<file path="src/rtl/conv_pkg.sv">
// conv_pkg: shared state encoding and parameter defaults for the convolution scan/datapath blocks.
package conv_pkg;
  localparam int ADDRLEN_DEF = 19;
  localparam int WIDTH_DEF = 7;
  localparam int DIMW_DEF = 10;
  localparam int LAT_DEF = 3;
  typedef logic [1:0] state_t;
  localparam state_t IDLE = 2'd0;
  localparam state_t RUN = 2'd1;
  localparam state_t DRAIN = 2'd2;
  localparam state_t DONE = 2'd3;
endpackage

</file>
<file path="src/rtl/valid_addr_pipe.sv">
// valid_addr_pipe: fixed-latency shift line carrying a read strobe and its address to the write side.
module valid_addr_pipe #(
  parameter int LAT = 3,
  parameter int ADDRLEN = 19
) (
  input  logic               clk,
  input  logic               rst,
  input  logic               in_valid,
  input  logic [ADDRLEN-1:0] in_addr,
  output logic               out_valid,
  output logic [ADDRLEN-1:0] out_addr,
  output logic               empty
);
  logic [LAT-1:0] v;
  logic [LAT-1:0] rest;
  logic [ADDRLEN-1:0] a [LAT];
  always_ff @(posedge clk) begin
    if (rst) begin
      v <= '0;
      for (int i = 0; i < LAT; i++) a[i] <= '0;
    end else begin
      v <= LAT'({v, in_valid});
      a[0] <= in_addr;
      for (int i = 1; i < LAT; i++) a[i] <= a[i-1];
    end
  end
  // empty: nothing left behind the entry retiring this cycle
  assign rest = v << 1;
  assign empty = rest == '0;
  assign out_valid = v[LAT-1];
  assign out_addr = a[LAT-1];
endmodule

</file>
<file path="src/rtl/conv_scan_ctrl.sv">
// conv_scan_ctrl: raster-scans valid kernel centers of a frame, issuing window reads
// and matching result writes after a fixed datapath latency.
module conv_scan_ctrl
  import conv_pkg::*;
#(
  parameter int ADDRLEN = ADDRLEN_DEF,
  parameter int WIDTH = WIDTH_DEF,
  parameter int DIMW = DIMW_DEF,
  parameter int LAT = LAT_DEF
) (
  input  logic               clk,
  input  logic               rst,
  input  logic               start,
  input  logic [DIMW-1:0]    img_w,
  input  logic [DIMW-1:0]    img_h,
  input  logic               hold,
  output logic               ren,
  output logic [ADDRLEN-1:0] raddr,
  output logic               wen,
  output logic [ADDRLEN-1:0] waddr,
  output logic               busy,
  output logic               writefile,
  output logic               done
);
  localparam int R = WIDTH / 2;
  localparam logic [DIMW-1:0] KW = DIMW'(WIDTH);
  localparam logic [DIMW-1:0] KR = DIMW'(R);
  localparam logic [DIMW-1:0] KR1 = DIMW'(R + 1);
  state_t state;
  logic [DIMW-1:0] x, y, x_max, y_max;
  logic [ADDRLEN-1:0] row, w, w_in;
  logic fits, empty;
  // R is a constant, so this unrolls into a few shifted adds
  function automatic logic [ADDRLEN-1:0] times_r(input logic [ADDRLEN-1:0] v);
    logic [ADDRLEN-1:0] acc;
    acc = '0;
    for (int i = 0; i < 31; i++) if (((R >> i) & 1) != 0) acc = acc + (v << i);
    return acc;
  endfunction
  assign w_in = ADDRLEN'(img_w);
  assign fits = img_w >= KW && img_h >= KW;
  assign ren = state == RUN && !hold;
  assign raddr = row + ADDRLEN'(x);
  assign busy = state == RUN || state == DRAIN;
  assign done = state == DONE;
  assign writefile = done;
  always_ff @(posedge clk) begin
    if (rst) begin
      state <= IDLE;
      x <= '0;
      y <= '0;
      x_max <= '0;
      y_max <= '0;
      row <= '0;
      w <= '0;
    end else if (state == IDLE) begin
      if (start) begin
        state <= fits ? RUN : DONE;
        x <= KR;
        y <= KR;
        x_max <= img_w - KR1;
        y_max <= img_h - KR1;
        row <= times_r(w_in);
        w <= w_in;
      end
    end else if (state == RUN) begin
      if (ren) begin
        if (x != x_max) x <= x + DIMW'(1);
        else if (y == y_max) state <= DRAIN;
        else begin
          x <= KR;
          y <= y + DIMW'(1);
          row <= row + w;
        end
      end
    end else if (state == DRAIN) begin
      if (empty) state <= DONE;
    end else begin
      state <= IDLE;
    end
  end
  valid_addr_pipe #(.LAT(LAT), .ADDRLEN(ADDRLEN)) u_pipe (
    .clk      (clk),
    .rst      (rst),
    .in_valid (ren),
    .in_addr  (raddr),
    .out_valid(wen),
    .out_addr (waddr),
    .empty    (empty)
  );
endmodule

</file>
<file path="config.mk">
export PLATFORM = sky130hd
export DESIGN_NAME = conv_scan_ctrl
export DESIGN_NICKNAME = d
export VERILOG_FILES = /design/src/rtl/conv_pkg.sv /design/src/rtl/valid_addr_pipe.sv /design/src/rtl/conv_scan_ctrl.sv
export SDC_FILE = /design/constraint.sdc
export NUM_CORES = 1
export LEC_CHECK = 0
export CORE_MARGIN = 2
export CORE_UTILIZATION = 48
export CTS_BUF_LIST = sky130_fd_sc_hd__clkbuf_2
export CTS_CLUSTER_DIAMETER = 60
export DETAILED_ROUTE_END_ITERATION = 8
export PLACE_DENSITY = 0.67
export SLEW_MARGIN = 20
export SYNTH_ARGS = -nofsm -noshare
export SYNTH_HDL_FRONTEND = slang
export SYNTH_SLANG_ARGS = --single-unit
export TNS_END_PERCENT = 1
</file>
<file path="constraint.sdc">
create_clock -name clk -period 6.4 [get_ports clk]
set_clock_uncertainty 0.15 [all_clocks]
set_input_delay 0.96 -clock clk [delete_from_list [all_inputs] [get_ports clk]]
set_output_delay 0.96 -clock clk [all_outputs]
set_load 0.03 [all_outputs]
</file>
==> run_results.csv <==
group,metric,value,unit
status,outcome,"finished clean",
die,fp.dieH,124,um
global_route,overflow,0,
routing,final_antenna_net_count,0,
timing,maxSlewHeadroom,36.6,%
timing,max_freq,209,MHz
synth,synth_top_area_share,37.4,%
die,fp.dieW,124,um
synth,synth_edf_count,0,
clocking,htreeDepth,4,
power_and_ir_drop,cellPowerDensity,326,nW/um2
die,fp.dieArea,15300,um2
timing,fin_crit,4780,ps
synth,synth_top_flop_cell,"dfxtp_1",
die,coreArea,13900,um2
power_and_ir_drop,p_switching,1030,uW
synth,synth-seq-cells,129,
clocking,cts_sinks,129,
clocking,cts-root-buf,"clkbuf_2",
final_layout,fin_area,7800,um2
routing,via_count,5705,
global_route,grt_pass1_vias,5389,
placement,place_ws,2380,ps
critical_path,regToRegStartpoint,"state[0]",
timing,setup_tns,0,ps
critical_path,setup.worst_path.end,"raddr[10]",
timing,hold_violations,0,
routing,drtPass1Iterations,5,
hold_path,hold_path_class,"reg2reg",
synth,synthDistinctLibCells,62,
critical_path,crit_path_start_kind,"flip-flop",
power_and_ir_drop,cellLeakagePower,0.00305,uW
critical_path,reg2reg_depth,7,
global_route,grt_pass1_wl,25600,um
synth,syn_area,6900,um2
routing,drt-total-wl,15500,um
timing,worstMarginPinSlew,951,ps
die,io-pin-count,67,
synth,synthTopCellsByArea,"dfxtp_1 37%, ha_1 9.3%, xnor2_1 4.7%",
clocking,cts_resized,0,
placement,gp_congestion,0.899,
clocking,cts_tree,"yes",
power_and_ir_drop,seq_power_share,39.7,%
power_and_ir_drop,internal_power,1520,uW
global_route,grt_max_degree,87,
critical_path,r2r_setup_slack,3460,ps
timing,finalSetupViolCount,0,
final_layout,layout_common_cells,"129 x dfxtp_1, 65 x clkdlybuf4s50_1, 62 x nand2_1",
power_and_ir_drop,clkPwrFrac,21.4,%
routing,drc_errors,0,
final_layout,final_nets,911,
critical_path,endpoint_kind,"output pin",
die,row_count,43,
final_layout,synthToLayoutAreaGrowth,13.1,%
synth,syn_avg_cell_area,8.68,um2
timing,period_share,74.7,%
clocking,cts_buffer_depth,2,
die,initial_core_util,49.5,%
global_route,grt_use_total,21.2,%
critical_path,crit_type,"reg2out",
clocking,cts_setup_buffers,0,
timing,finalMaxSlewViolations,0,
synth,yosysTopAreaCell,"dfxtp_1",
power_and_ir_drop,peakVddDrop,149,uV
clocking,path_clk_slew,190,ps
routing,route.detailed.wl_per_inst,15.1,um
final_layout,drive_gt1_share,5.08,%
global_route,antenna_found_initial,1,
synth,synth_nets,873,
clocking,hold_buffers,0,
synth,postSynth.asyncResetShare,0,%
placement,place_area,7530,um2
clocking,clk_latency,690,ps
power_and_ir_drop,pwr-share-comb,38.9,%
critical_path,crit_path_start,"x[0]",
synth,synthCells,795,
flow_run,maxCapViolations,0,
synth,synth_warnings,0,
timing,worst_slack,1620,ps
power_and_ir_drop,swShare,40.4,%
synth,yosysSeqAreaShare,37.4,%
clocking,cts_made_buffers,17,
timing,grt_setup_unrepaired,"false",
placement,dpl.hpwl,11400,um
routing,drt_iter0_markers,423,
critical_path,required,5290,ps
critical_path,r2r_end,"x[7]",
placement,port-buffer-count,66,
final_layout,final_common_cell,"dfxtp_1",
critical_path,critPathMaxFanout,6,
critical_path,cp.arrival,3670,ps
routing,viasPerCell,5.56,
how the worst min path moves through the flow:
stage,end,startpoint,depth (start not counted)
2_1_floorplan,u_pipe.a[0][19],u_pipe.a[0][0],1
3_3_place_gp,u_pipe.a[0][45],u_pipe.a[0][26],1
3_5_place_dp,u_pipe.a[0][48],u_pipe.a[0][29],1
4_1_cts,u_pipe.a[0][24],u_pipe.a[0][5],1
5_1_grt,u_pipe.a[0][20],u_pipe.a[0][1],1
6_report,u_pipe.a[0][50],u_pipe.a[0][31],1
kinds of logic after synthesis:
| family | synth area share [%] |
|---|---|
| xor gates and xnor gates | 7.11 |
| and+or+nand+nor | 20.9 |
| muxes | 0.580 |
| DFF | 37.4 |
| buffers and inverters | 5.70 |
| adders and majority gates | 10.1 |
| AOI/OAI and AO/OA | 18.1 |
critical path: stages (launching register included):
cell	delay, ps
dfxtp_1	490
ha_1	220
inv_1	60
fa_1	400
nor2b_1	150
o31a_1	250
o211ai_1	160
a21boi_0	320
nor2_1	90
xnor2_1	150
clkdlybuf4s50_1	690
cell type report:
class,instances,area [um2]
Clock buffer,17,85.1
Multi-Input combinational cell,583,3920
Inverter,33,124
Sequential cell,129,2580
Clock inverter,15,181
Timing Repair Buffer,69,678
Tap cell,180,225
Fill cell,1289,6130
Antenna cell,1,2.50
flip-flops by register name (all words and copies together), names as in the netlist:
| name | flops |
|---|---|
| u_pipe.a | 57 |
| row | 19 |
| x | 10 |
| x_max | 10 |
| y | 10 |
| y_max | 10 |
| w | 8 |
| u_pipe.v | 3 |
| state | 2 |
metrics by stage:
stage | hold slack, ps | power, uW | instances | utilization (%)
2_1_floorplan | 264 | 1720 | 795 | -
3_3_place_gp | 265 | 1980 | 994 | 54.1
3_5_place_dp | 274 | 2020 | 994 | 54.1
4_1_cts | 290 | 2560 | 1026 | 56.0
5_1_grt | 305 | 2710 | 1027 | 56.0
6_report | 300 | 2550 | 1027 | 56.0
synthesized netlist by cell type (all sizes together) (6+ instances only):
cell type	number
xnor2	37
and2	18
nor2b	45
or4	11
nor3	18
a21o	9
o21ai	33
o211ai	6
nand3	21
nor4	6
nand2	62
a31oi	8
or3	8
nor2	60
o31ai	12
inv	33
dfxtp	129
xor2	19
buf	27
o21a	8
ha	51
nand4	11
a21oi	59
clkbuf	23
a211oi	27
metal layers:
layer / up-vias / wire [um] / share of wire [%] / track usage [%]
met5: - / 0 / 0 / 0
met1: 2642 / 7190 / 47 / 27.6
li1: 2874 / - / - / -
met2: 165 / 7070 / 46 / 34.1
met4: 0 / 310 / 2.0 / 8.03
met3: 24 / 892 / 5.8 / 5.04
power by group through the flow:
stage | Sequential, uW | Combinational, uW | Clock [uW]
2_1_floorplan | 992 | 729 | 0
3_3_place_gp | 1020 | 960 | 0
3_5_place_dp | 1030 | 987 | 0
4_1_cts | 1010 | 993 | 560
5_1_grt | 1020 | 1090 | 595
6_report | 1010 | 991 | 545
(Power assumes the default switching activity.)
